--- config.mk ---
export PLATFORM = sky130hd
export DESIGN_NAME = mem_port_arbiter
export DESIGN_NICKNAME = d
export VERILOG_FILES = /design/src/rtl/mem_port_arbiter.sv
export SDC_FILE = /design/constraint.sdc
export NUM_CORES = 1
export LEC_CHECK = 0
export ABC_AREA = 0
export BUFFER_PORTS_ARGS = -buffer_cell sky130_fd_sc_hd__buf_2
export CORE_AREA = 2 2 115 117
export DETAILED_ROUTE_END_ITERATION = 8
export DIE_AREA = 0 0 117 119
export GPL_ROUTABILITY_DRIVEN = 0
export PLACE_DENSITY = 0.67
export SYNTH_ARGS = -nofsm -noshare
export SYNTH_HDL_FRONTEND = slang
export SYNTH_SLANG_ARGS = --single-unit
export TNS_END_PERCENT = 1
--- constraint.sdc ---
create_clock -name clk -period 3.3 [get_ports clk]
set_clock_uncertainty 0.1 [all_clocks]
set_input_delay 0.33 -clock clk [delete_from_list [all_inputs] [get_ports clk]]
set_output_delay 0.33 -clock clk [all_outputs]
set_load 0.02 [all_outputs]
--- src/rtl/mem_port_arbiter.sv ---
// mem_port_arbiter
// Shares one single-ported unified memory between the instruction-fetch (IF)
// port and the data-memory (DM) port of the pipeline. Each access takes
// MEM_LAT memory cycles (1..15). DM has priority over IF because it belongs
// to the older instruction. While any request of the current pipeline cycle
// is still unserved, `stall` freezes the pipeline.
//
// Ports
//   clk, rst                  : rising-edge clock, asynchronous active-low reset
//   if_req/if_addr/if_rdata   : fetch request (level), PC, fetched word
//   dm_req/dm_we/dm_addr/
//   dm_wdata/dm_rdata         : data request (level), store flag, address,
//                               store data, load data
//   stall                     : freeze PC, IF/ID and later pipeline registers
//   mem_en/mem_we/mem_addr/
//   mem_wdata/mem_rdata       : memory side; mem_rdata is combinational
//                               from mem_addr
//   stall_cnt                 : stall-cycle counter
//
// Build option
//   MEM_ARB_PERF_EN : when defined, stall_cnt counts clock edges with
//                     stall==1, saturating at all-ones. When undefined,
//                     stall_cnt is tied to 0 and no counter is built.
module mem_port_arbiter #(
  parameter int ADDR_W  = 32,
  parameter int DATA_W  = 32,
  parameter int MEM_LAT = 2
) (
  input  logic              clk,
  input  logic              rst,
  input  logic              if_req,
  input  logic [ADDR_W-1:0] if_addr,
  output logic [DATA_W-1:0] if_rdata,
  input  logic              dm_req,
  input  logic              dm_we,
  input  logic [ADDR_W-1:0] dm_addr,
  input  logic [DATA_W-1:0] dm_wdata,
  output logic [DATA_W-1:0] dm_rdata,
  output logic              stall,
  output logic              mem_en,
  output logic              mem_we,
  output logic [ADDR_W-1:0] mem_addr,
  output logic [DATA_W-1:0] mem_wdata,
  input  logic [DATA_W-1:0] mem_rdata,
  output logic [31:0]       stall_cnt
);

  typedef enum logic {ST_IDLE = 1'b0, ST_BUSY = 1'b1} state_t;

  localparam logic [3:0] LAST_CNT = 4'(MEM_LAT - 1);

  state_t            r_state;
  logic              r_owner_dm;
  logic [3:0]        r_cnt;
  logic              r_if_done;
  logic              r_dm_done;
  logic [DATA_W-1:0] r_if_q;
  logic [DATA_W-1:0] r_dm_q;

  logic w_pend_if;
  logic w_pend_dm;
  logic w_sel_dm;
  logic w_active;
  logic w_complete;
  logic w_complete_if;
  logic w_complete_dm;

  always_comb begin
    w_pend_if = if_req & ~r_if_done;
    w_pend_dm = dm_req & ~r_dm_done;
    if (r_state == ST_IDLE) begin
      // Same-cycle grant; DM first.
      w_sel_dm = w_pend_dm;
      w_active = w_pend_if | w_pend_dm;
    end else begin
      // Owner's request dropping while busy is a flush: the access is abandoned.
      w_sel_dm = r_owner_dm;
      w_active = r_owner_dm ? dm_req : if_req;
    end
    // Nothing reaches the memory or the pipeline while reset is held.
    w_active      = w_active & rst;
    // In IDLE r_cnt is 0, so MEM_LAT==1 completes in the grant cycle.
    w_complete    = w_active & (r_cnt == LAST_CNT);
    w_complete_if = w_complete & ~w_sel_dm;
    w_complete_dm = w_complete & w_sel_dm;

    mem_en    = w_active;
    mem_we    = w_complete_dm & dm_we;
    mem_addr  = '0;
    mem_wdata = '0;
    if (w_active) begin
      mem_addr  = w_sel_dm ? dm_addr : if_addr;
      mem_wdata = w_sel_dm ? dm_wdata : '0;
    end

    stall    = rst & ((w_pend_if & ~w_complete_if) | (w_pend_dm & ~w_complete_dm));
    // Completing data bypasses the capture register so it is usable this cycle.
    if_rdata = w_complete_if ? mem_rdata : r_if_q;
    dm_rdata = w_complete_dm ? mem_rdata : r_dm_q;
  end

  always_ff @(posedge clk or negedge rst) begin
    if (!rst) begin
      r_state    <= ST_IDLE;
      r_owner_dm <= 1'b0;
      r_cnt      <= 4'd0;
      r_if_done  <= 1'b0;
      r_dm_done  <= 1'b0;
      r_if_q     <= '0;
      r_dm_q     <= '0;
    end else begin
      if (w_complete) begin
        r_state <= ST_IDLE;
        r_cnt   <= 4'd0;
      end else if (w_active) begin
        r_state    <= ST_BUSY;
        r_cnt      <= r_cnt + 4'd1;
        r_owner_dm <= w_sel_dm;
      end else begin
        // Idle, or an aborted access: start over with no done flag set.
        r_state <= ST_IDLE;
        r_cnt   <= 4'd0;
      end

      // When the pipeline advances the next cycle's requests are new, so the
      // done flags clear even if an access completed on this same edge.
      if (!stall) begin
        r_if_done <= 1'b0;
        r_dm_done <= 1'b0;
      end else begin
        if (w_complete_if) r_if_done <= 1'b1;
        if (w_complete_dm) r_dm_done <= 1'b1;
      end

      if (w_complete_if)           r_if_q <= mem_rdata;
      if (w_complete_dm && !dm_we) r_dm_q <= mem_rdata;
    end
  end

`ifdef MEM_ARB_PERF_EN
  logic [31:0] r_stall_cnt;

  always_ff @(posedge clk or negedge rst) begin
    if (!rst) begin
      r_stall_cnt <= 32'd0;
    end else if (stall && (r_stall_cnt != 32'hFFFF_FFFF)) begin
      r_stall_cnt <= r_stall_cnt + 32'd1;
    end
  end

  assign stall_cnt = r_stall_cnt;
`else
  assign stall_cnt = 32'd0;
`endif

endmodule

# Word level (Yosys, flattened, before mapping)
# Cells that the tools add are included.
[op_classes]
add_sub_neg = 1
n_eq_ne = 3
mux = 17
bitwise_logic = 18
n_reduce_logical = 3
[ops]
columns = ["cell", "n"]
rows = [
  ["32-bit two-way mux", 6],
  ["1-bit AND", 10],
  ["1-bit two-way mux", 9],
  ["4-bit two-way mux", 2],
  ["1-bit NOT", 6],
  ["4-bit by 1-bit adder with 4-bit output (second input constant)", 1],
  ["4-bit by 1-bit equality test with 1-bit output (second input constant)", 1],
  ["2-bit by 1-bit != test with 1-bit output (second input constant)", 2],
  ["1-bit OR", 2],
  ["2-bit AND reduction", 1],
  ["1-bit logical AND", 1],
  ["1-bit logical NOT", 1],
]
[word_totals]
register_bits = 72
output_inout_bits = 163
elab_cells = 49

# Longest topological paths before layout
[logic_depth]
depth_word = 12
mapped_depth = 8

# Least setup slack after synthesis
# No wires, ideal clock.
[synth_path]
kind = "flip-flop to output port"
start = "register r_cnt[1]"
end = "output dm_rdata[10]"
arrival_time_ps = 1924
path_slack_ps = 946
stages_incl_launch_ff = 9
n_path_buf = 2
cell_sequence = "dfrtp_1 -> inv_1 -> ha_1 -> nor3b_4 -> a21boi_4 -> and3_1 -> buf_4 -> buf_6 -> mux2_1"
[synth_between]
elab_chain_len = 4
[synth_lines]
columns = ["item", "line", "text"]
rows = [
  ["from (decl)", "54", "logic [3:0] r_cnt;"],
  ["from (signal assigned)", "117", "r_cnt <= r_cnt + 4'd1;"],
  ["4-bit by 1-bit equality test with 1-bit output", "83", "w_complete = w_active & (r_cnt == LAST_CNT);"],
  ["1-bit AND", "83", ""],
  ["1-bit AND", "85", "w_complete_dm = w_complete & w_sel_dm;"],
  ["32-bit two-way mux", "99", "dm_rdata = w_complete_dm ? mem_rdata : r_dm_q;"],
  ["to (decl)", "38", "output logic [DATA_W-1:0] dm_rdata,"],
]
# No other way between the ends.

# Worst setup path after layout
[layout_path]
start = "input rst"
end = "output mem_addr[26]"
[layout_between]
elab_chain_len = 2
[layout_lines]
columns = ["item", "line", "text"]
rows = [
  ["from (decl)", "30", "input logic rst,"],
  ["1-bit AND", "81", "w_active = w_active & rst;"],
  ["32-bit two-way mux", "91", "if (w_active) begin"],
  ["to (decl)", "42", "output logic [ADDR_W-1:0] mem_addr,"],
]
# No other way between the ends.

==> summary.md <==
| Metric | Value |
|---|---|
| Die area | 13900 µm² |
| Worst slew pin tran | 0.958 ns |
| Yosys top cell area share | 0.432 |
| N_diodes | 0 |
| MaxCap Viol Count | 0 |
| FF-to-FF Start | r_cnt[1] |
| Power Total | 4.97 mW |
| Routed WL per cell | 13.7 µm |
| Via count | 3795 |
| Largest family of logic cells by synthesized area | multiplexers |
| #FFs+latches synth | 72 |
| XOR/XNOR share of the synthesized area | 0.00420 |
| Final TNS setup | 0 ns |
| CP arrival | 2.67 ns |
| Clock Tree Buf Depth | 2 |
| Unique masters post-synth | 34 |
| Area share of fa/ha/maj cells after synthesis | 0.00600 |
| Worst r2r dst | r_if_q[1] |
| Setup slack, reg-to-reg | 1.02 ns |
| Die Width | 117 µm |
| Die H | 119 µm |
| Syn. warnings | 0 |
| Synth area leader | dfrtp_1 |
| CP Class | in -> out |
| Final Hold Fails | 0 |
| Crit Path Max Fanout | 27 |
| Layout Nets | 789 |
| Final setup viols | 0 |
| Area delta synth->final | 40.4% |
| Root buf cell | clkbuf_16 |
| TritonCTS clock tree | done |
| Drt first pass iters | 4 |
| Crit path from | rst |
| Total GRT Usage | 0.152 |
| Final slew viol count | 0 |
| Worst hold path class | in -> reg |
| Io pins | 296 |
| CTS HTree Levels | 3 |
| Most frequent cell after synthesis | dfrtp_1 |
| Syn Area/Cell | 10.5 µm² |
| Clock sinks | 72 |
| CP startpoint kind | primary input |
| FILL cells | 1197 |
| Synth Area in Compound Gates | 0.0612 |
| Initial cell density of the core | 0.324 |
| Fraction of the yosys area taken by sequential cells | 0.432 |
| Clock slew seen by the registers of the worst setup and hold paths | 0.06 ns |
| Placed Cells | 818 |
| CP required | 2.87 ns |
| Achievable Freq | 323 MHz |
| Rel. slew slack | 0.361 |
| Clk Latency, worst-skew pair | 0.32 ns |
| Synth Area in Simple Gates | 0.136 |
| Status | completed |
| Std-Cell Rows | 42 |
| Post-Syn Area | 4170 µm² |
| Top cells by area, synth | dfrtp_1, mux2_2, mux2_1 |
| Pwr dens | 850 nW/µm² |
| Commonest cells post-synth | dfrtp_1, nand2_1, mux2_2 |
| Final period demand of the worst path | 3.10 ns |
| Core area | 12900 µm² |
| Reg2reg path depth | 7 |
| Post-synthesis mux area share | 0.267 |
| GRT overflow | 0 |
| Port-buffer cells | 263 |
| Cell Count, Final, Fillers Out | 835 |
| Post-route clock period utilization | 0.940 |
| Vias in the first global route | 3484 |
| Post-synthesis cell count | 396 |
| Largest net degree at the start of global routing | 63 |
| Share of cells above drive strength 1 | 0.531 |
| Inserted Clock Buffers | 9 |
| Asr flop ratio synth | 1.00 |
| DRC violations left | 0 |
| Leak | 3.22 nW |
| Worst setup EP type | output port |
| Setup crit end | mem_addr[26] |
| Post-DRT Antenna Nets | 0 |
| Unrepaired setup endpoints after global routing | false |
| Via density | 4.54 |
| Final WL | 11.4 mm |
| First-pass GRT wire length | 16.7 mm |
| Commonest register cell after synthesis | dfrtp_1 |
| Number of flops mapped to enable cells by yosys | 0 |
| Hpwl dp | 8.75 mm |
| Worst vdd ir | 0.000520 V |
| DRT iter0 DRCs | 116 |
| Initial antenna violation count | 0 |
-- layout make-up --
type                    count  area, µm²  area share
clock inverters             6       90.1      0.0154
flip-flops and latches     72       1800       0.308
clock buffers              10        229      0.0391
multi-input cells         294       2100       0.359
repair buffers            273       1400       0.239
well taps                 176        220      0.0376
inverters                   4       15.0     0.00257
-- worst min path at each step --
stage | start | to | slack (ns) | cells after the start
floorplan | rst | r_cnt[0] | -0.07 | 0
finish | mem_rdata[18] | r_dm_q[18] | 0.16 | 2
detailed placement | rst | r_if_q[31] | 0.1 | 1
CTS | mem_rdata[18] | r_dm_q[18] | 0.15 | 2
global route | mem_rdata[26] | r_dm_q[26] | 0.16 | 2
global placement | rst | r_if_q[31] | 0.09 | 1
-- logic make-up (layout without fill, tap and decap cells) --
logic type,after synthesis,after routing
and+or+nand+nor,116,116
muxes,99,99
DFF,72,72
buffers and inverters,61,293
AOI/OAI and AO/OA,43,43
adders and majority gates,2,2
xor gates and xnor gates,2,2
other,1,32
-- worst max-delay path: stages --
cell and delay [ns]:
dlygate4sd3_1 0.55, buf_4 0.21, inv_1 0.14, a211o_1 0.13
and2_1 0.76, buf_4 0.31, a21oi_1 0.06, buf_2 0.16
-- through the flow --
| step | worst slack (ns) | util | hold slack [ns] | area (µm²) |
|---|---|---|---|---|
| 2_1_floorplan | 0.946 | - | -0.0656 | 4290 |
| 3_3_place_gp | 0.718 | 0.429 | 0.0935 | 5520 |
| 3_5_place_dp | 0.642 | 0.429 | 0.0969 | 5520 |
| 4_1_cts | 0.213 | 0.455 | 0.150 | 5850 |
| 5_1_grt | 0.0673 | 0.455 | 0.156 | 5850 |
| 6_report | 0.199 | 0.455 | 0.159 | 5850 |
-- layer usage --
layer | vias to the layer above | track usage | wire length [µm] | part of all wire
met5 | - | 0 | 0 | 0
met4 | 0 | 0.0419 | 133 | 0.012
met3 | 14 | 0.0326 | 719 | 0.063
met2 | 169 | 0.274 | 5960 | 0.52
met1 | 1824 | 0.181 | 4610 | 0.40
li1 | 1788 | - | - | -
-- flip-flops by register name (all words and copies together) (netlist names) --
| register | flops |
|---|---|
| r_dm_q | 32 |
| r_if_q | 32 |
| r_cnt | 4 |
| r_dm_done | 1 |
| r_if_done | 1 |
| r_owner_dm | 1 |
| r_state | 1 |
-- report_power, final --
part / leakage, nW / internal [mW] / switching, mW / total [mW]
clock: 0.153 / 0.666 / 0.382 / 1.05
sequential: 0.907 / 1.27 / 0.159 / 1.43
combinational: 2.16 / 0.987 / 1.51 / 2.49
-- placed cells by master (no fill, tap or decap), drive strengths merged, types with 3 or more instances in the layout --
master  instances
a21oi          35
nor2            3
buf           272
nand2b          3
mux2           98
nor3            4
conb           32
clkbuf         10
dfrtp          72
inv             6
nand2          65
and2           34
-- what timing repair did --
item	CTS	global route
resized for setup	0	0
buffers inserted	0	0
hold buffers	1	0
hold endpoints to repair	10	0
(Power assumes the default switching activity.)
